==> src/rtl/qspi_mem_arbiter.sv <==
// Round-robin arbiter sharing one QSPI XIP memory port among NUM_REQ Wishbone-style requesters.
// Latency: grant+mem_cyc 1 cycle after request, ack 1 cycle after mem_ack; requesters wait (hold cyc) until acked, watchdog aborts hung cycles.
module qspi_mem_arbiter #(
    parameter int NUM_REQ = 6,
    parameter int AW      = 24,
    parameter int DW      = 32,
    parameter int TIMEOUT = 1023
) (
    input  logic                      clk_i,
    input  logic                      rst_i,
    input  logic [NUM_REQ-1:0]        en_i,
    input  logic [NUM_REQ-1:0]        req_cyc_i,
    input  logic [NUM_REQ-1:0]        req_we_i,
    input  logic [NUM_REQ*AW-1:0]     req_adr_i,
    input  logic [NUM_REQ*DW-1:0]     req_dat_i,
    input  logic [NUM_REQ*DW/8-1:0]   req_sel_i,
    output logic [NUM_REQ-1:0]        req_ack_o,
    output logic [NUM_REQ-1:0]        req_err_o,
    output logic [DW-1:0]             req_dat_o,
    output logic                      mem_cyc_o,
    output logic                      mem_we_o,
    output logic [AW-1:0]             mem_adr_o,
    output logic [DW-1:0]             mem_dat_o,
    output logic [DW/8-1:0]           mem_sel_o,
    input  logic                      mem_ack_i,
    input  logic [DW-1:0]             mem_dat_i,
    output logic [NUM_REQ-1:0]        grant_o
);

    localparam int SW = DW / 8;
    localparam int LW = (NUM_REQ > 1) ? $clog2(NUM_REQ) : 1;
    localparam int WW = $clog2(TIMEOUT + 1);

    typedef enum logic [1:0] {
        IDLE = 2'd0,
        BUS  = 2'd1,
        DONE = 2'd2
    } state_t;

    state_t             state_q, state_d;
    logic [LW-1:0]      last_q, last_d;
    logic [LW-1:0]      owner_q, owner_d;
    logic [WW-1:0]      wdog_q, wdog_d;
    logic [NUM_REQ-1:0] grant_q, grant_d;
    logic [NUM_REQ-1:0] ack_q, ack_d;
    logic [NUM_REQ-1:0] err_q, err_d;
    logic [DW-1:0]      rdata_q, rdata_d;
    logic               cyc_q, cyc_d;
    logic               we_q, we_d;
    logic [AW-1:0]      adr_q, adr_d;
    logic [DW-1:0]      dat_q, dat_d;
    logic [SW-1:0]      sel_q, sel_d;

    logic [NUM_REQ-1:0] elig;
    logic               win_vld;
    logic [LW-1:0]      win_idx;
    logic [WW-1:0]      wdog_inc;

    assign elig     = req_cyc_i & en_i;
    assign wdog_inc = wdog_q + 1'b1;

    // Scan from furthest to nearest so the closest eligible index after last_q wins.
    always_comb begin
        int idx;
        idx     = 0;
        win_vld = 1'b0;
        win_idx = '0;
        for (int k = NUM_REQ; k >= 1; k--) begin
            idx = (int'(last_q) + k) % NUM_REQ;
            if (elig[idx]) begin
                win_vld = 1'b1;
                win_idx = LW'(idx);
            end
        end
    end

    always_comb begin
        state_d = state_q;
        last_d  = last_q;
        owner_d = owner_q;
        wdog_d  = wdog_q;
        grant_d = grant_q;
        ack_d   = ack_q;
        err_d   = err_q;
        rdata_d = rdata_q;
        cyc_d   = cyc_q;
        we_d    = we_q;
        adr_d   = adr_q;
        dat_d   = dat_q;
        sel_d   = sel_q;
        case (state_q)
            IDLE: begin
                if (win_vld) begin
                    owner_d = win_idx;
                    grant_d = NUM_REQ'(1) << win_idx;
                    we_d    = req_we_i[win_idx];
                    adr_d   = req_adr_i[int'(win_idx)*AW +: AW];
                    dat_d   = req_dat_i[int'(win_idx)*DW +: DW];
                    sel_d   = req_sel_i[int'(win_idx)*SW +: SW];
                    cyc_d   = 1'b1;
                    wdog_d  = '0;
                    state_d = BUS;
                end
            end
            BUS: begin
                // A memory ack in the final watchdog cycle still counts as success.
                if (mem_ack_i) begin
                    rdata_d = mem_dat_i;
                    ack_d   = grant_q;
                    err_d   = '0;
                    cyc_d   = 1'b0;
                    state_d = DONE;
                end else if (wdog_inc == WW'(TIMEOUT)) begin
                    wdog_d  = wdog_inc;
                    rdata_d = '0;
                    ack_d   = grant_q;
                    err_d   = grant_q;
                    cyc_d   = 1'b0;
                    state_d = DONE;
                end else begin
                    wdog_d  = wdog_inc;
                end
            end
            DONE: begin
                ack_d   = '0;
                err_d   = '0;
                rdata_d = '0;
                last_d  = owner_q;
                grant_d = '0;
                state_d = IDLE;
            end
            default: begin
                state_d = IDLE;
            end
        endcase
    end

    always_ff @(posedge clk_i) begin
        if (rst_i) begin
            state_q <= IDLE;
            last_q  <= LW'(NUM_REQ - 1);
            owner_q <= '0;
            wdog_q  <= '0;
            grant_q <= '0;
            ack_q   <= '0;
            err_q   <= '0;
            rdata_q <= '0;
            cyc_q   <= 1'b0;
            we_q    <= 1'b0;
            adr_q   <= '0;
            dat_q   <= '0;
            sel_q   <= '0;
        end else begin
            state_q <= state_d;
            last_q  <= last_d;
            owner_q <= owner_d;
            wdog_q  <= wdog_d;
            grant_q <= grant_d;
            ack_q   <= ack_d;
            err_q   <= err_d;
            rdata_q <= rdata_d;
            cyc_q   <= cyc_d;
            we_q    <= we_d;
            adr_q   <= adr_d;
            dat_q   <= dat_d;
            sel_q   <= sel_d;
        end
    end

    assign req_ack_o = ack_q;
    assign req_err_o = err_q;
    assign req_dat_o = rdata_q;
    assign mem_cyc_o = cyc_q;
    assign mem_we_o  = we_q;
    assign mem_adr_o = adr_q;
    assign mem_dat_o = dat_q;
    assign mem_sel_o = sel_q;
    assign grant_o   = grant_q;

endmodule
==> config.mk <==
export PLATFORM = sky130hd
export DESIGN_NAME = qspi_mem_arbiter
export DESIGN_NICKNAME = d
export VERILOG_FILES = /design/src/rtl/qspi_mem_arbiter.sv
export SDC_FILE = /design/constraint.sdc
export NUM_CORES = 1
export LEC_CHECK = 0
export CORE_AREA = 2 2 205 207
export DETAILED_ROUTE_END_ITERATION = 6
export DIE_AREA = 0 0 207 209
export DONT_BUFFER_PORTS = 1
export PLACE_DENSITY_LB_ADDON = 0.05
export SYNTH_ARGS = -nofsm -noshare
export SYNTH_HDL_FRONTEND = slang
export SYNTH_SLANG_ARGS = --single-unit
export TNS_END_PERCENT = 10
==> constraint.sdc <==
create_clock -name clk_i -period 8.2 [get_ports clk_i]
set_input_delay 1.64 -clock clk_i [delete_from_list [all_inputs] [get_ports clk_i]]
set_output_delay 1.64 -clock clk_i [all_outputs]
set_load 0.01 [all_outputs]
==> results of run 1 <==
## per-stage QoR
step	hold slack, ns	cell area [sq um]	setup slack [ns]	std cells	total power (uW)
floorplan	0.448	9150	3.90	988	1630
global placement	0.480	9500	2.55	1446	1900
detailed placement	0.474	9500	2.64	1446	1900
CTS	0.486	10100	2.63	1478	2670
global route	0.527	10100	2.22	1482	2760
finish	0.493	10100	2.66	1482	2600
## cell type report
cell class / instances / area [sq um] / area share
multi-input combinational: 755 / 6090 / 0.605
sequential: 130 / 2600 / 0.259
tap: 539 / 674 / 0.0670
clock buffer: 20 / 457 / 0.0454
clock inverter: 12 / 98.8 / 0.00982
timing repair buffer: 13 / 97.6 / 0.00970
inverter: 9 / 33.8 / 0.00336
antenna: 4 / 10.0 / 0.000994
## layout by cell type, fill, tap and decap left out, drive strengths merged, types with 4 or more instances in the layout
cell,synthesis,layout
nor2b,4,4
nand2b,13,13
nand3,22,22
inv,9,15
a21oi,27,27
nand3b,6,6
mux2,61,61
mux2i,127,127
o21bai,61,61
dfxtp,130,130
a22oi,34,34
a211oi,129,129
nor2,75,75
buf,26,13
clkbuf,68,20
ha,12,12
nand2,27,27
and3,6,6
o21a,62,62
and2,6,6
xnor2,4,4
clkinv,0,4
diode,0,4
o21ai,17,17
nor3b,8,8
## synth_stat cells (6+ instances only)
library cell  instances  area share
dfxtp_1             130        0.28
mux2i_1             127        0.14
a211oi_1             82       0.067
nor2_1               74       0.030
clkbuf_1             66       0.027
o21a_1               62       0.051
o21bai_1             61       0.050
mux2_2               51       0.063
a211oi_2             47       0.064
a22oi_1              34       0.028
nand2_1              27       0.011
a21oi_1              26       0.014
nand3_1              21       0.011
nand2b_1             13      0.0089
o21ai_0              13      0.0071
ha_1                 12       0.016
buf_6                11       0.014
mux2_1               10       0.012
buf_2                 9      0.0049
inv_1                 8      0.0033
nor3b_1               8      0.0066
and2_1                6      0.0041
and3_1                6      0.0041
## tightest hold or removal path, cell delays in order, from the launching register on
cell,delay (ns)
dfxtp_1,0.31
nor2_1,0.10
nor3_1,0.05
## sequential cells by signal (all words and copies together) (netlist names), 2 cells and up
name / count
mem_dat_o: 32
req_dat_o: 32
mem_adr_o: 24
wdog_q: 10
grant_o: 6
req_ack_o: 6
req_err_o: 6
mem_sel_o: 4
last_q: 3
owner_q: 3
state_q: 2
## power groups by stage
stage | logic (uW) | clock network [uW] | registers [uW]
global route | 1030 | 805 | 921
finish | 942 | 751 | 908
global placement | 971 | 0 | 932
detailed placement | 975 | 0 | 927
CTS | 973 | 782 | 913
floorplan | 769 | 0 | 859
## path summary, 6_finish.rpt
path,cells past startpoint,start,end
max,16,last_q[0],mem_dat_o[26]
min,2,owner_q[2],owner_q[2]
max reg2reg,16,last_q[0],mem_dat_o[26]
min reg2reg,2,owner_q[2],owner_q[2]
## routing by layer
| layer | wire [um] | up-vias | track usage |
|---|---|---|---|
| li1 | - | 3635 | - |
| met1 | 15300 | 3657 | 0.194 |
| met2 | 19100 | 338 | 0.294 |
| met3 | 3060 | 41 | 0.0643 |
| met4 | 787 | 4 | 0.0574 |
| met5 | 27 | - | 0 |
## kinds of logic after synthesis
family	synth area share
mux	0.214
buf+inv	0.0562
fa+ha+maj	0.0176
simple gates	0.0987
xor+xnor	0.00779
compound gates	0.321
flops	0.284
==> impl_metrics.toml, run 1 <==
[critical_path]
cp_top_family = "buffers and inverters"
crit_fanout = 59
critPathKind = "flip-flop to flip-flop"
cp_num_buf_inv = 4
endpoint_kind = "flip-flop"
worst_setup_path_start_kind = "flip-flop"
cpPeakStageDelay_ns = 0.92
crit_chain = "inv_1 -> ha_1 -> xor2_4 -> inv_2 -> ha_1 -> nor2b_1 -> and2_1 -> o21ai_1 -> a211oi_2 -> o211ai_1 -> o41ai_4 -> buf_4 -> buf_4 -> mux2i_1 -> mux2_1 -> a211oi_2"
crit_slowest_cell = "dfxtp_1"
r2r_slack_ns = 2.66
required_ns = 8.56
crit_arrival_ns = 5.90

[detailed_routing]
routedWlPerCell_um = 25.8
wl_um = 38300
drtIter0Drc = 306
dr.pass1.iters = 4
ant_nets = 0
vias = 7675
viasPerCell = 5.18
drc = 0

[finish]
utilization = 0.244
drive_gt1_frac = 0.171
layout.nets = 1351
n_fill_cell = 4457
area_growth_pct = 10.0

[status]
status = "finished, final reports clean"

[clock_tree]
hold_buffers = 0
cts_root_buffer = "clkbuf_16"
clockBufferDepth = 2
clock-sinks = 130
clk_pin_slew_worst_paths_ns = 0.07
postCtsResizedCells = 0
tritoncts = "done"
cts_made_buffers = 17
cts_setup_buffers = 0
htreeDepth = 4
insertion_delay_ns = 0.45

[die]
dieWidth_um = 207
coreArea_sq_um = 41300
ioPinCount = 525
die_y_um = 209
start_util = 0.222
rows = 75
die_area_sq_um = 43300

[logic_synthesis]
async_flop_share = 0
synthFlopType = "dfxtp_1"
yosysSeqAreaShare = 0.284
ys_ff_latch = 130
synth_edf_count = 0
syn_area_per_cell_sq_um = 9.26
synthCells = 988
synthDistinctLibCells = 72
ys_warn_count = 0
synth_nets = 1413
synth_area_sq_um = 9150

[power_and_ir_drop]
p_sw_uw = 1070
power_frac_comb = 0.362
leakage_uw = 0.00335
clockPowerShare = 0.289
power_density_nw_per_um2 = 258
intPower_uw = 1540
ir_drop_mv = 0.148
seq_power_share = 0.349
swShare = 0.410

[global_route]
grt_use_total = 0.171
grt_pass1_vias = 7848
overflow = 0
antenna_found_initial = 6
grt_pass1_wl_um = 55200
grt_max_degree = 125

[timing]
finClkSkew_ns = 0.0196
setup_violations = 0
fin_crit_ns = 5.54
min_period_over_period = 0.676
hold_violations = 0
tightest_slew_ns = 1.05
rsz0062_at_grt = "no"
timing.fmax_ghz = 0.180
maxSlewViolCount = 0
tns_ns = 0
max_slew_margin = 0.297

[job]
drv_cap = 0

[place]
place.gp.congestion = 0.825
place_hpwl_um = 27900
io_buffer_count = 0

[hold_path]
hold_class = "flip-flop to flip-flop"
No activity file was read; power rests on OpenSTA's default activity.
==> run 2, diff against run 1 <==
--- a/config.mk
+++ b/config.mk
@@ -5,9 +5,9 @@
 export SDC_FILE = /design/constraint.sdc
 export NUM_CORES = 1
 export LEC_CHECK = 0
-export CORE_AREA = 2 2 205 207
+export CORE_AREA = 2 2 203 205
 export DETAILED_ROUTE_END_ITERATION = 6
-export DIE_AREA = 0 0 207 209
+export DIE_AREA = 0 0 205 207
 export DONT_BUFFER_PORTS = 1
 export PLACE_DENSITY_LB_ADDON = 0.05
 export SYNTH_ARGS = -nofsm -noshare
==> constraint.sdc (replaced) <==
create_clock -name clk_i -period 4.76 [get_ports clk_i]
set_input_delay 0.952 -clock clk_i [delete_from_list [all_inputs] [get_ports clk_i]]
set_output_delay 0.952 -clock clk_i [all_outputs]
set_load 0.01 [all_outputs]
==> run 2 against run 1 <==
Largest power group unchanged. Global-route usage grew 0.51 points. First-iteration DRC count is 12% higher. Sequential power rose by 72%. Core utilization grew 1.3 points. Fmax rose by 26%. Largest cell class unchanged. Routed wire length up 1.3%. Non-clock buffer count rose by 18. Flip-flop and latch count is the same. Via count rose by 0.60%.
==> impl_metrics.toml, run 2 (synthesis gave the netlist of run 1 again) <==
[finish]
regArea_sq_um = 2600
final_common_cell = "dfxtp_1"
n_fill_cell = 4346
multi_input_area_sq_um = 6110
drive_gt1_frac = 0.187
layout.nets = 1369
area_growth_pct = 13.3
design_area_sq_um = 10400
most-common-layout-cells = "dfxtp_1 (130), mux2i_1 (125), a211oi_1 (82)"

[detailed_routing]
wl_um = 38800
drc = 0
vias = 7721
routedWlPerCell_um = 26.0
ant_nets = 0
drtIter0Drc = 343
dr.pass1.iters = 6
viasPerCell = 5.18

[power_and_ir_drop]
finalPower_uw = 4700
leakage_uw = 0.00349
ir_drop_mv = 0.232
power_density_nw_per_um2 = 453

[critical_path]
cp_num_buf_inv = 4
required_ns = 5.11
critPathKind = "flip-flop to flip-flop"
crit_chain = "inv_1 -> ha_1 -> a21oi_4 -> inv_1 -> ha_1 -> nor2b_1 -> and2_1 -> maj3_2 -> o211ai_2 -> o211ai_1 -> o41ai_4 -> buf_12 -> buf_4 -> mux2i_1 -> mux2_2 -> a211oi_1"
crit_arrival_ns = 4.74
crit_fanout = 13
cp_top_family = "compound AO/OA/AOI/OAI gates"
endpoint_kind = "flip-flop"
worst_setup_path_start_kind = "flip-flop"
cpPeakStageDelay_ns = 0.46
crit_slowest_cell = "dfxtp_1"

[timing]
timing.fmax_ghz = 0.228
finClkSkew_ns = 0.0120
hold_violations = 0
whs_ns = 0.487
setup_violations = 0
fin_crit_ns = 4.39
tightest_slew_ns = 0.702
rsz0062_at_grt = "no"
maxSlewViolCount = 0
tns_ns = 0
min_period_over_period = 0.922
max_slew_margin = 0.532

[die]
dieWidth_um = 205
die_area_sq_um = 42400
rows = 74
coreArea_sq_um = 40400
start_util = 0.227
die_y_um = 207
ioPinCount = 525

[global_route]
grt_max_degree = 125
overflow = 0
grt_use_total = 0.176
grt_pass1_vias = 7920
antenna_found_initial = 1
grt_pass1_wl_um = 55000

[clock_tree]
hold_buffers = 0
insertion_delay_ns = 0.44
htreeDepth = 4
cts_made_buffers = 17
clockBufferDepth = 2
clock-sinks = 130
clk_pin_slew_worst_paths_ns = 0.07
tritoncts = "done"
cts_root_buffer = "clkbuf_16"

[place]
io_buffer_count = 0
dpl_cell_area_sq_um = 9730
place_hpwl_um = 29100
place.gp.congestion = 0.784

[job]
drv_cap = 0

[hold_path]
hold_class = "flip-flop to flip-flop"

[status]
status = "finished, final reports clean"
==> run 2: final timing paths <==
check,cells past startpoint,to,slack [ns],startpoint
min,2,owner_q[2],0.49,owner_q[2]
max,16,mem_dat_o[15],0.37,last_q[1]
max reg2reg,16,mem_dat_o[15],0.37,last_q[1]
min reg2reg,2,owner_q[2],0.49,owner_q[2]
==> run 2: report_power, final <==
group          leakage (uW)  internal [uW]  switching (uW)
logic               0.00214            737             994
clock network      0.000290            855             553
registers           0.00107           1280             282
==> run 2: layout make-up <==
class,count,share of cell area
Timing Repair Buffer,31,0.0333
Clock inverter,11,0.0147
Tap cell,532,0.0642
Multi-Input combinational cell,755,0.589
Inverter,9,0.00326
Antenna cell,1,0.000241
Clock buffer,21,0.0444
Sequential cell,130,0.251
==> run 2: routing by layer <==
layer,wire length (um),global-route usage,vias to the layer above
met2,19700,0.310,321
met3,3300,0.0650,27
met5,10,0,-
met4,399,0.0402,2
met1,15400,0.200,3706
li1,-,-,3665
==> run 2: through the flow <==
stage / instances / util / worst slack, ns
after CTS: 1488 / 0.256 / 0.0525
after detailed placement: 1456 / 0.241 / -0.0943
after floorplan: 988 / - / 0.748
final: 1490 / 0.257 / 0.373
after global routing: 1489 / 0.257 / 0.00269
after global placement: 1456 / 0.241 / -0.0640
==> run 2: what timing repair did <==
action                     in CTS  in global routing
pin swaps                       0                  1
buffers inserted                0                  1
setup endpoints to repair       1                 58
resized for setup               1                  2
==> run 2: worst reg2reg max path, stage by stage, from the launching register on <==
cell and delay (ns):
dfxtp_1 0.46, inv_1 0.14, ha_1 0.36, a21oi_4 0.30
inv_1 0.13, ha_1 0.29, nor2b_1 0.06, and2_1 0.18
maj3_2 0.30, o211ai_2 0.24, o211ai_1 0.20, o41ai_4 0.42
buf_12 0.22, buf_4 0.26, mux2i_1 0.18, mux2_2 0.34
a211oi_1 0.24
